`src/rtl/beta_pkg.sv`:
```
// Shared Beta-core types and helpers used by the load/store unit.
package beta_pkg;

   typedef enum logic [2:0] {IDLE, ADDR, REQ, WAIT, RESP} lsu_state_t;

   localparam int REGSEL_W = 5;
   localparam int SEXT_W   = 64;

   // Widest supported datapath; callers cast down to DWIDTH.
   function automatic logic [SEXT_W-1:0] sext16(input logic [15:0] v);
      return {{(SEXT_W-16){v[15]}}, v};
   endfunction

endpackage

```
`src/rtl/beta_lsu_if.sv`:
```
// Memory-controller Valid/Ready bus between the LSU (master) and memory (slave).
interface beta_lsu_if #(
   parameter int AWIDTH = 8,
   parameter int DWIDTH = 32
);
   logic [AWIDTH-1:0] mem_addr;
   logic              mem_rw;
   logic              mem_valid;
   logic [DWIDTH-1:0] mem_wdata;
   logic [DWIDTH-1:0] mem_rdata;
   logic              mem_ready;

   modport master (output mem_addr, mem_rw, mem_valid, mem_wdata,
                   input  mem_rdata, mem_ready);
   modport slave  (input  mem_addr, mem_rw, mem_valid, mem_wdata,
                   output mem_rdata, mem_ready);
endinterface

```
`src/rtl/lsu_cmd_fifo.sv`:
```
// In-order command FIFO; a push while full is dropped even if a pop happens too.
module lsu_cmd_fifo #(
   parameter int DEPTH = 4,
   parameter int WIDTH = 8
) (
   input  logic             clk,
   input  logic             reset,
   input  logic             push,
   input  logic             pop,
   input  logic [WIDTH-1:0] wdata,
   output logic [WIDTH-1:0] rdata,
   output logic             full,
   output logic             empty
);
   localparam int PW = $clog2(DEPTH);

   logic [WIDTH-1:0] store [DEPTH];
   logic [PW:0]      wrPtr;
   logic [PW:0]      rdPtr;

   // Extra pointer MSB distinguishes full from empty when indices match.
   assign empty = (wrPtr == rdPtr);
   assign full  = (wrPtr[PW] != rdPtr[PW]) && (wrPtr[PW-1:0] == rdPtr[PW-1:0]);
   assign rdata = store[rdPtr[PW-1:0]];

   always_ff @(posedge clk or posedge reset) begin
      if (reset) begin
         wrPtr <= '0;
         rdPtr <= '0;
      end else begin
         if (push && !full)
            wrPtr <= wrPtr + (PW+1)'(1);
         if (pop && !empty)
            rdPtr <= rdPtr + (PW+1)'(1);
      end
   end

   always_ff @(posedge clk) begin
      if (push && !full)
         store[wrPtr[PW-1:0]] <= wdata;
   end

endmodule

```
`src/rtl/beta_lsu.sv`:
```
// Beta load/store unit: buffers LD/ST commands, forms EA, runs one memory
// transaction per command and writes load data back to the register file.
module beta_lsu
   import beta_pkg::*;
#(
   parameter int DWIDTH  = 32,
   parameter int AWIDTH  = 8,
   parameter int DEPTH   = 4,
   parameter int TIMEOUT = 15
) (
   input  logic                clk,
   input  logic                reset,
   input  logic                cmd_valid,
   output logic                cmd_ready,
   input  logic                cmd_store,
   input  logic [DWIDTH-1:0]   cmd_base,
   input  logic [15:0]         cmd_offset,
   input  logic [DWIDTH-1:0]   cmd_sdata,
   input  logic [REGSEL_W-1:0] cmd_rc,
   output logic                busy,
   output logic                done,
   output logic [REGSEL_W-1:0] done_rc,
   output logic                err,
   beta_lsu_if.master          mem,
   output logic                rf_wen,
   output logic [REGSEL_W-1:0] rf_wsel,
   output logic [DWIDTH-1:0]   rf_wdata
);
   localparam int CW = 1 + DWIDTH + 16 + DWIDTH + REGSEL_W;
   localparam int TW = $clog2(TIMEOUT + 1);

   lsu_state_t          state;
   logic [TW-1:0]       timer;
   logic                fifoFull;
   logic                fifoEmpty;
   logic                popHead;
   logic [CW-1:0]       headData;

   logic                hStore;
   logic [DWIDTH-1:0]   hBase;
   logic [15:0]         hOff;
   logic [DWIDTH-1:0]   hSdata;
   logic [REGSEL_W-1:0] hRc;

   logic                wStore;
   logic [DWIDTH-1:0]   wBase;
   logic [15:0]         wOff;
   logic [DWIDTH-1:0]   wSdata;
   logic [REGSEL_W-1:0] wRc;

   logic [DWIDTH-1:0]   ea;
   logic                eaHigh;

   assign popHead   = (state == IDLE) && !fifoEmpty;
   assign cmd_ready = !fifoFull;
   assign busy      = !fifoEmpty || (state != IDLE);
   assign {hStore, hBase, hOff, hSdata, hRc} = headData;

   lsu_cmd_fifo #(
      .DEPTH (DEPTH),
      .WIDTH (CW)
   ) u_fifo (
      .clk   (clk),
      .reset (reset),
      .push  (cmd_valid),
      .pop   (popHead),
      .wdata ({cmd_store, cmd_base, cmd_offset, cmd_sdata, cmd_rc}),
      .rdata (headData),
      .full  (fifoFull),
      .empty (fifoEmpty)
   );

   always_comb begin
      ea     = wBase + DWIDTH'(sext16(wOff));
      eaHigh = (ea >> AWIDTH) != '0;
   end

   always_ff @(posedge clk or posedge reset) begin
      if (reset) begin
         state         <= IDLE;
         timer         <= '0;
         wStore        <= 1'b0;
         wBase         <= '0;
         wOff          <= '0;
         wSdata        <= '0;
         wRc           <= '0;
         done          <= 1'b0;
         done_rc       <= '0;
         err           <= 1'b0;
         rf_wen        <= 1'b0;
         rf_wsel       <= '0;
         rf_wdata      <= '0;
         mem.mem_addr  <= '0;
         mem.mem_rw    <= 1'b0;
         mem.mem_valid <= 1'b0;
         mem.mem_wdata <= '0;
      end else begin
         // Pulse outputs are set on the edge that enters their state.
         done          <= 1'b0;
         err           <= 1'b0;
         rf_wen        <= 1'b0;
         mem.mem_valid <= 1'b0;
         case (state)
            IDLE: begin
               if (!fifoEmpty) begin
                  wStore <= hStore;
                  wBase  <= hBase;
                  wOff   <= hOff;
                  wSdata <= hSdata;
                  wRc    <= hRc;
                  state  <= ADDR;
               end
            end
            ADDR: begin
               if (eaHigh) begin
                  done    <= 1'b1;
                  err     <= 1'b1;
                  done_rc <= wRc;
                  state   <= RESP;
               end else begin
                  mem.mem_addr  <= AWIDTH'(ea);
                  mem.mem_rw    <= !wStore;
                  mem.mem_wdata <= wStore ? wSdata : '0;
                  mem.mem_valid <= 1'b1;
                  state         <= REQ;
               end
            end
            REQ: begin
               timer <= '0;
               state <= WAIT;
            end
            WAIT: begin
               if (mem.mem_ready) begin
                  done    <= 1'b1;
                  done_rc <= wRc;
                  rf_wen  <= !wStore;
                  rf_wsel <= wRc;
                  if (!wStore)
                     rf_wdata <= mem.mem_rdata;
                  state   <= RESP;
               end else if (timer == TW'(TIMEOUT - 1)) begin
                  done    <= 1'b1;
                  err     <= 1'b1;
                  done_rc <= wRc;
                  state   <= RESP;
               end else begin
                  timer <= timer + TW'(1);
               end
            end
            RESP: state <= IDLE;
            default: state <= IDLE;
         endcase
      end
   end

endmodule

```
`src/flat_wrapper.sv`:
```
// flat-port wrapper written by rule: the top's interface ports become plain ports
module beta_lsu_flat import beta_pkg::*;
#(
   parameter int DWIDTH  = 32,
   parameter int AWIDTH  = 8,
   parameter int DEPTH   = 4,
   parameter int TIMEOUT = 15
)
  (clk, reset, cmd_valid, cmd_ready, cmd_store, cmd_base, cmd_offset, cmd_sdata, cmd_rc, busy, done, done_rc, err, rf_wen, rf_wsel, rf_wdata, mem_mem_addr, mem_mem_rw, mem_mem_valid, mem_mem_wdata, mem_mem_rdata, mem_mem_ready);
  beta_lsu_if #(.AWIDTH(AWIDTH), .DWIDTH(DWIDTH)) mem_i ();
  input  logic clk;
  input  logic reset;
  input  logic cmd_valid;
  output logic cmd_ready;
  input  logic cmd_store;
  input  logic [DWIDTH-1:0] cmd_base;
  input  logic [15:0] cmd_offset;
  input  logic [DWIDTH-1:0] cmd_sdata;
  input  logic [REGSEL_W-1:0] cmd_rc;
  output logic busy;
  output logic done;
  output logic [REGSEL_W-1:0] done_rc;
  output logic err;
  output logic rf_wen;
  output logic [REGSEL_W-1:0] rf_wsel;
  output logic [DWIDTH-1:0] rf_wdata;
  output wire logic [$bits(mem_i.mem_addr)-1:0] mem_mem_addr;
  output wire logic [$bits(mem_i.mem_rw)-1:0] mem_mem_rw;
  output wire logic [$bits(mem_i.mem_valid)-1:0] mem_mem_valid;
  output wire logic [$bits(mem_i.mem_wdata)-1:0] mem_mem_wdata;
  input wire logic [$bits(mem_i.mem_rdata)-1:0] mem_mem_rdata;
  input wire logic [$bits(mem_i.mem_ready)-1:0] mem_mem_ready;
  assign mem_mem_addr = mem_i.mem_addr;
  assign mem_mem_rw = mem_i.mem_rw;
  assign mem_mem_valid = mem_i.mem_valid;
  assign mem_mem_wdata = mem_i.mem_wdata;
  assign mem_i.mem_rdata = mem_mem_rdata;
  assign mem_i.mem_ready = mem_mem_ready;
  beta_lsu #(.DWIDTH(DWIDTH), .AWIDTH(AWIDTH), .DEPTH(DEPTH), .TIMEOUT(TIMEOUT)) u_core (.clk(clk), .reset(reset), .cmd_valid(cmd_valid), .cmd_ready(cmd_ready), .cmd_store(cmd_store), .cmd_base(cmd_base), .cmd_offset(cmd_offset), .cmd_sdata(cmd_sdata), .cmd_rc(cmd_rc), .busy(busy), .done(done), .done_rc(done_rc), .err(err), .mem(mem_i), .rf_wen(rf_wen), .rf_wsel(rf_wsel), .rf_wdata(rf_wdata));
endmodule
```
`config.mk`:
```
export PLATFORM = sky130hd
export DESIGN_NAME = beta_lsu_flat
export DESIGN_NICKNAME = d
export VERILOG_FILES = /design/src/rtl/beta_pkg.sv /design/src/rtl/beta_lsu_if.sv /design/src/rtl/lsu_cmd_fifo.sv /design/src/rtl/beta_lsu.sv /design/src/flat_wrapper.sv
export SDC_FILE = /design/constraint.sdc
export NUM_CORES = 1
export LEC_CHECK = 0
export ABC_AREA = 1
export CORE_ASPECT_RATIO = 1.75
export CORE_MARGIN = 4
export CORE_UTILIZATION = 57
export CTS_CLUSTER_SIZE = 25
export DETAILED_ROUTE_END_ITERATION = 6
export MAX_ROUTING_LAYER = met4
export PLACE_DENSITY = 0.88
export SYNTH_ARGS = -nofsm -noshare
export SYNTH_HDL_FRONTEND = slang
export SYNTH_SLANG_ARGS = --single-unit
```
`constraint.sdc`:
```
create_clock -name clk -period 7.6 [get_ports clk]
set_input_delay 1.14 -clock clk [delete_from_list [all_inputs] [get_ports clk]]
set_output_delay 1.14 -clock clk [all_outputs]
set_load 0.02 [all_outputs]
```
==> results.md <==
Outcome:
- The run finished with clean final reports.

Setup path:
- The worst setup path is launched from a flip-flop.
- STA puts the critical path data required time at around 8 ns.
- STA classifies the critical path endpoint as a flip-flop.
- The signal arrival time at the worst endpoint is approximately 4.6 ns.
- By startpoint and endpoint, the worst setup path is classified as reg -> reg.
- The maximum fanout along the worst path is just under 90.

Power and ir drop:
- Across the VDD grid, the largest voltage drop is 0.298 mV.
- Summing internal, switching and leakage power gives 11.4 mW.
- The total power density per cell area is about 430 nW/um^2.
- For this design the static power due to leakage is between 10 and 15 nW.

Yosys:
- The number of distinct library cells after synthesis is 35.
- The post-synthesis cell area is between 20000 and 25000 um^2.
- The share of synthesized registers carrying an async set or reset is a little over a third.
- The total number of yosys warnings is 0.
- The flip-flop cell with the highest count after synthesis is sky130_fd_sc_hd__edfxtp_1.
- Synthesis produced a netlist whose cell count is around 2000.
- Yosys mapped a number of flops with a built-in enable equal to 344.
- The number of nets in the synthesized netlist is ~2200.
- In this run the mean area of a mapped cell was between 10 and 15 um^2.
- The flip-flop and latch count after synthesis is between 500 and 600.
- The portion of the post-synthesis area used by sequential elements is between 60% and 70%.

STA:
- The clock period could shrink to 4.21 ns.
- The maximum operating frequency is roughly 240 MHz.
- The number of setup violations in the final report is 0.
- The share of the cycle needed by the critical path after routing is between 50% and 60%.
- The number of hold violations in the final report came to 0.
- After routing, the total negative slack on setup checks comes to 0 ns.
- For the pin with the worst max-slew slack, the measured transition is 1.05 ns.
- The count of pins over their slew limit is 0.
- Clock skew on the completed layout was measured at around 0.030 ns.
- The tightest slew margin relative to the limit is 29.9%.
- Setup repair after global routing left no endpoint under its margin.

CTS:
- In this run the deepest clock path goes through 3 buffers.
- After clock tree synthesis, the clock-pin slew on the worst setup and hold paths is 0.07 ns.
- The clock latency on the worst-skew pair is 0.58 ns.
- The depth of the CTS H-tree is 2.
- The post-cts resize count is 0.
- The number of sinks driven by the clock tree is between 500 and 600.
- The number of buffers created by CTS is 46.
- TritonCTS built the clock tree.
- The post-CTS setup buffer count is 0.
- Clock tree synthesis selected as its root buffer the cell sky130_fd_sc_hd__clkbuf_16.
- Hold repair after CTS inserted 0 buffers.

GRT:
- The pin count of the biggest net entering global routing is 132.
- The number of antenna violations at the first check in global routing is 7.
- The first global-routing pass estimated between 80000 and 90000 um of wire.
- The total congestion overflow after global routing is 0.
- The number of global-route vias before repair is 16426.
- Global routing used a little over a quarter of the available tracks across all layers.

Cells and area:
- The layout has 2597 filler cells.
- The library cell used most frequently in the layout, excluding fill and tap cells, is sky130_fd_sc_hd__nand2_1.
- Leaving out fill and tap cells, the most frequent cells in the layout are sky130_fd_sc_hd__nand2_1, sky130_fd_sc_hd__edfxtp_1, sky130_fd_sc_hd__nor2_1.
- Leaving out filler cells and counting taps, the final layout contains 2748.
- Compared with the post-synthesis result, the final layout area differs by 18.3%.
- The fraction of layout cells with a size suffix above 1 is 8.42%.
- The number of nets in the layout is 2380.

Job:
- The number of violations of the max-capacitance limit is 0.

Floorplan:
- After floorplanning, the core was sized to cover a little under 40000 um^2.
- The initial utilization of the core area, before any placement, comes to around three fifths.
- The floorplan die area is 42700 um^2.
- The chip height is roughly 270 um.
- The I/O pin count is 211.
- From left edge to right edge, the die measures approximately 160 um.
- The standard-cell row count is 95.

Place:
- Once detailed placement completed, the half-perimeter wirelength came to approximately 36000 um.
- The number of placed instances, taps included is roughly 2700.
- The number of input and output port buffers inserted is 210.
- The final estimated routing congestion in global placement is roughly 0.95.

Route:
- In the final routed layout, each cell accounts on average for around 21 um.
- The pre-antenna-repair detailed-routing pass consisted of 7 iterations.
- The number of antenna-violating nets in the routed design is 0.
- Summing over every cut layer, the via total after detailed routing is roughly 16000.
- The via density per instance is approximately 5.7.
- The wire length reported by the detailed router is 56900 um.
- In the routed design, unresolved DRC markers number 0.
- The count of routing violations after the opening detailed-route iteration is 1231.

Hold path:
- The worst hold path belongs to the class reg -> reg.
kinds of logic after synthesis:
| family | Yosys count | share of synthesized area, % |
|---|---|---|
| and+or+nand+nor | 789 | 13.9 |
| DFF | 530 | 66.8 |
| AOI/OAI and AO/OA | 323 | 7.80 |
| buffers and inverters | 249 | 4.34 |
| muxes | 85 | 4.27 |
| adders and majority gates | 39 | 2.21 |
| xor gates and xnor gates | 17 | 0.664 |
cell type report:
type                            count  area (um^2)  area share, %
Inverter                          165          629           2.37
Clock inverter                     26          334           1.26
Multi-Input combinational cell   1253         6520           24.6
Antenna cell                        6         15.0         0.0566
Sequential cell                   530        15000           56.5
Timing Repair Buffer              223         2200           8.29
Tap cell                          485          607           2.29
Clock buffer                       60         1230           4.65
power breakdown:
group | switching, mW | internal, mW
Sequential | 0.397 | 3.85
Clock | 1.05 | 1.37
Combinational | 3.03 | 1.69
flip-flops by register name, summed over array words and instances (netlist names), 3 cells and up:
register and cells:
u_core.done_rc 5, u_core.mem.mem_addr 8, u_core.mem.mem_wdata 32, u_core.rf_wdata 32
u_core.rf_wsel 5, u_core.state 3, u_core.timer 4, u_core.u_fifo.rdPtr 3
u_core.u_fifo.store 344, u_core.u_fifo.wrPtr 3, u_core.wBase 32, u_core.wOff 16
u_core.wRc 5, u_core.wSdata 32
critical path, stage by stage (launching register included):
cell                      delay, ns
sky130_fd_sc_hd__dfrtp_1       0.64
sky130_fd_sc_hd__ha_1          0.53
sky130_fd_sc_hd__nand2_1       0.17
sky130_fd_sc_hd__nor2_1        0.24
sky130_fd_sc_hd__and2_1        0.21
sky130_fd_sc_hd__nand4_1       0.12
sky130_fd_sc_hd__nand3_1       0.12
sky130_fd_sc_hd__nand2_1       0.05
sky130_fd_sc_hd__nand2_1       0.09
sky130_fd_sc_hd__nand2_1       0.07
sky130_fd_sc_hd__nor2_1        0.15
sky130_fd_sc_hd__nand2_1       0.07
sky130_fd_sc_hd__nor2_1        0.16
sky130_fd_sc_hd__nand3_4       0.77
sky130_fd_sc_hd__o21ai_0       0.62
synth_stat cells (8+ instances only):
cell	number	area (um^2)
sky130_fd_sc_hd__xor2_1	8	70.1
sky130_fd_sc_hd__nand2_1	469	1760
sky130_fd_sc_hd__nand4_1	12	75.1
sky130_fd_sc_hd__dfrtp_1	186	4650
sky130_fd_sc_hd__inv_1	161	604
sky130_fd_sc_hd__nand3_1	52	260
sky130_fd_sc_hd__clkbuf_1	71	267
sky130_fd_sc_hd__o21ai_1	30	150
sky130_fd_sc_hd__xnor2_1	9	78.8
sky130_fd_sc_hd__a21oi_1	17	85.1
sky130_fd_sc_hd__mux2_2	85	957
sky130_fd_sc_hd__o22ai_1	86	538
sky130_fd_sc_hd__edfxtp_1	344	10300
sky130_fd_sc_hd__ha_1	38	475
sky130_fd_sc_hd__nor2_1	236	886
sky130_fd_sc_hd__o21ai_0	183	916
per-stage QoR:
| step | utilization [%] | cell area (um^2) | hold WS (ns) | worst slack (ns) |
|---|---|---|---|---|
| after floorplan | - | 22400 | 0.462 | 1.40 |
| after global placement | 64.6 | 24900 | 0.455 | 3.59 |
| after detailed placement | 64.6 | 24900 | 0.457 | 3.53 |
| after CTS | 68.6 | 26500 | 0.477 | 3.41 |
| after global routing | 68.7 | 26500 | 0.497 | 3.03 |
| final | 68.7 | 26500 | 0.477 | 3.39 |
path summary, 6_finish.rpt:
check,depth (start not counted),to,from,slack [ns]
max in group asynchronous,3,u_core.wSdata[30],reset,5.04
worst max-delay path,14,u_core.mem.mem_wdata[28],u_core.wOff[15],3.39
worst min register to register,2,u_core.rf_wdata[10],u_core.rf_wdata[10],0.48
min in group asynchronous,2,u_core.rf_wdata[21],reset,1.19
worst max register to register,14,u_core.mem.mem_wdata[28],u_core.wOff[15],3.39
worst min-delay path,2,u_core.rf_wdata[10],u_core.rf_wdata[10],0.48
per-layer routing:
metal	GRT usage, %	up-vias	routed length, um
met5	-	-	0
met4	13.5	0	2720
met3	3.00	147	2610
met2	48.7	595	31700
met1	29.6	7782	19800
li1	-	7276	-
Note: power is estimated with default switching activity, not from simulation.
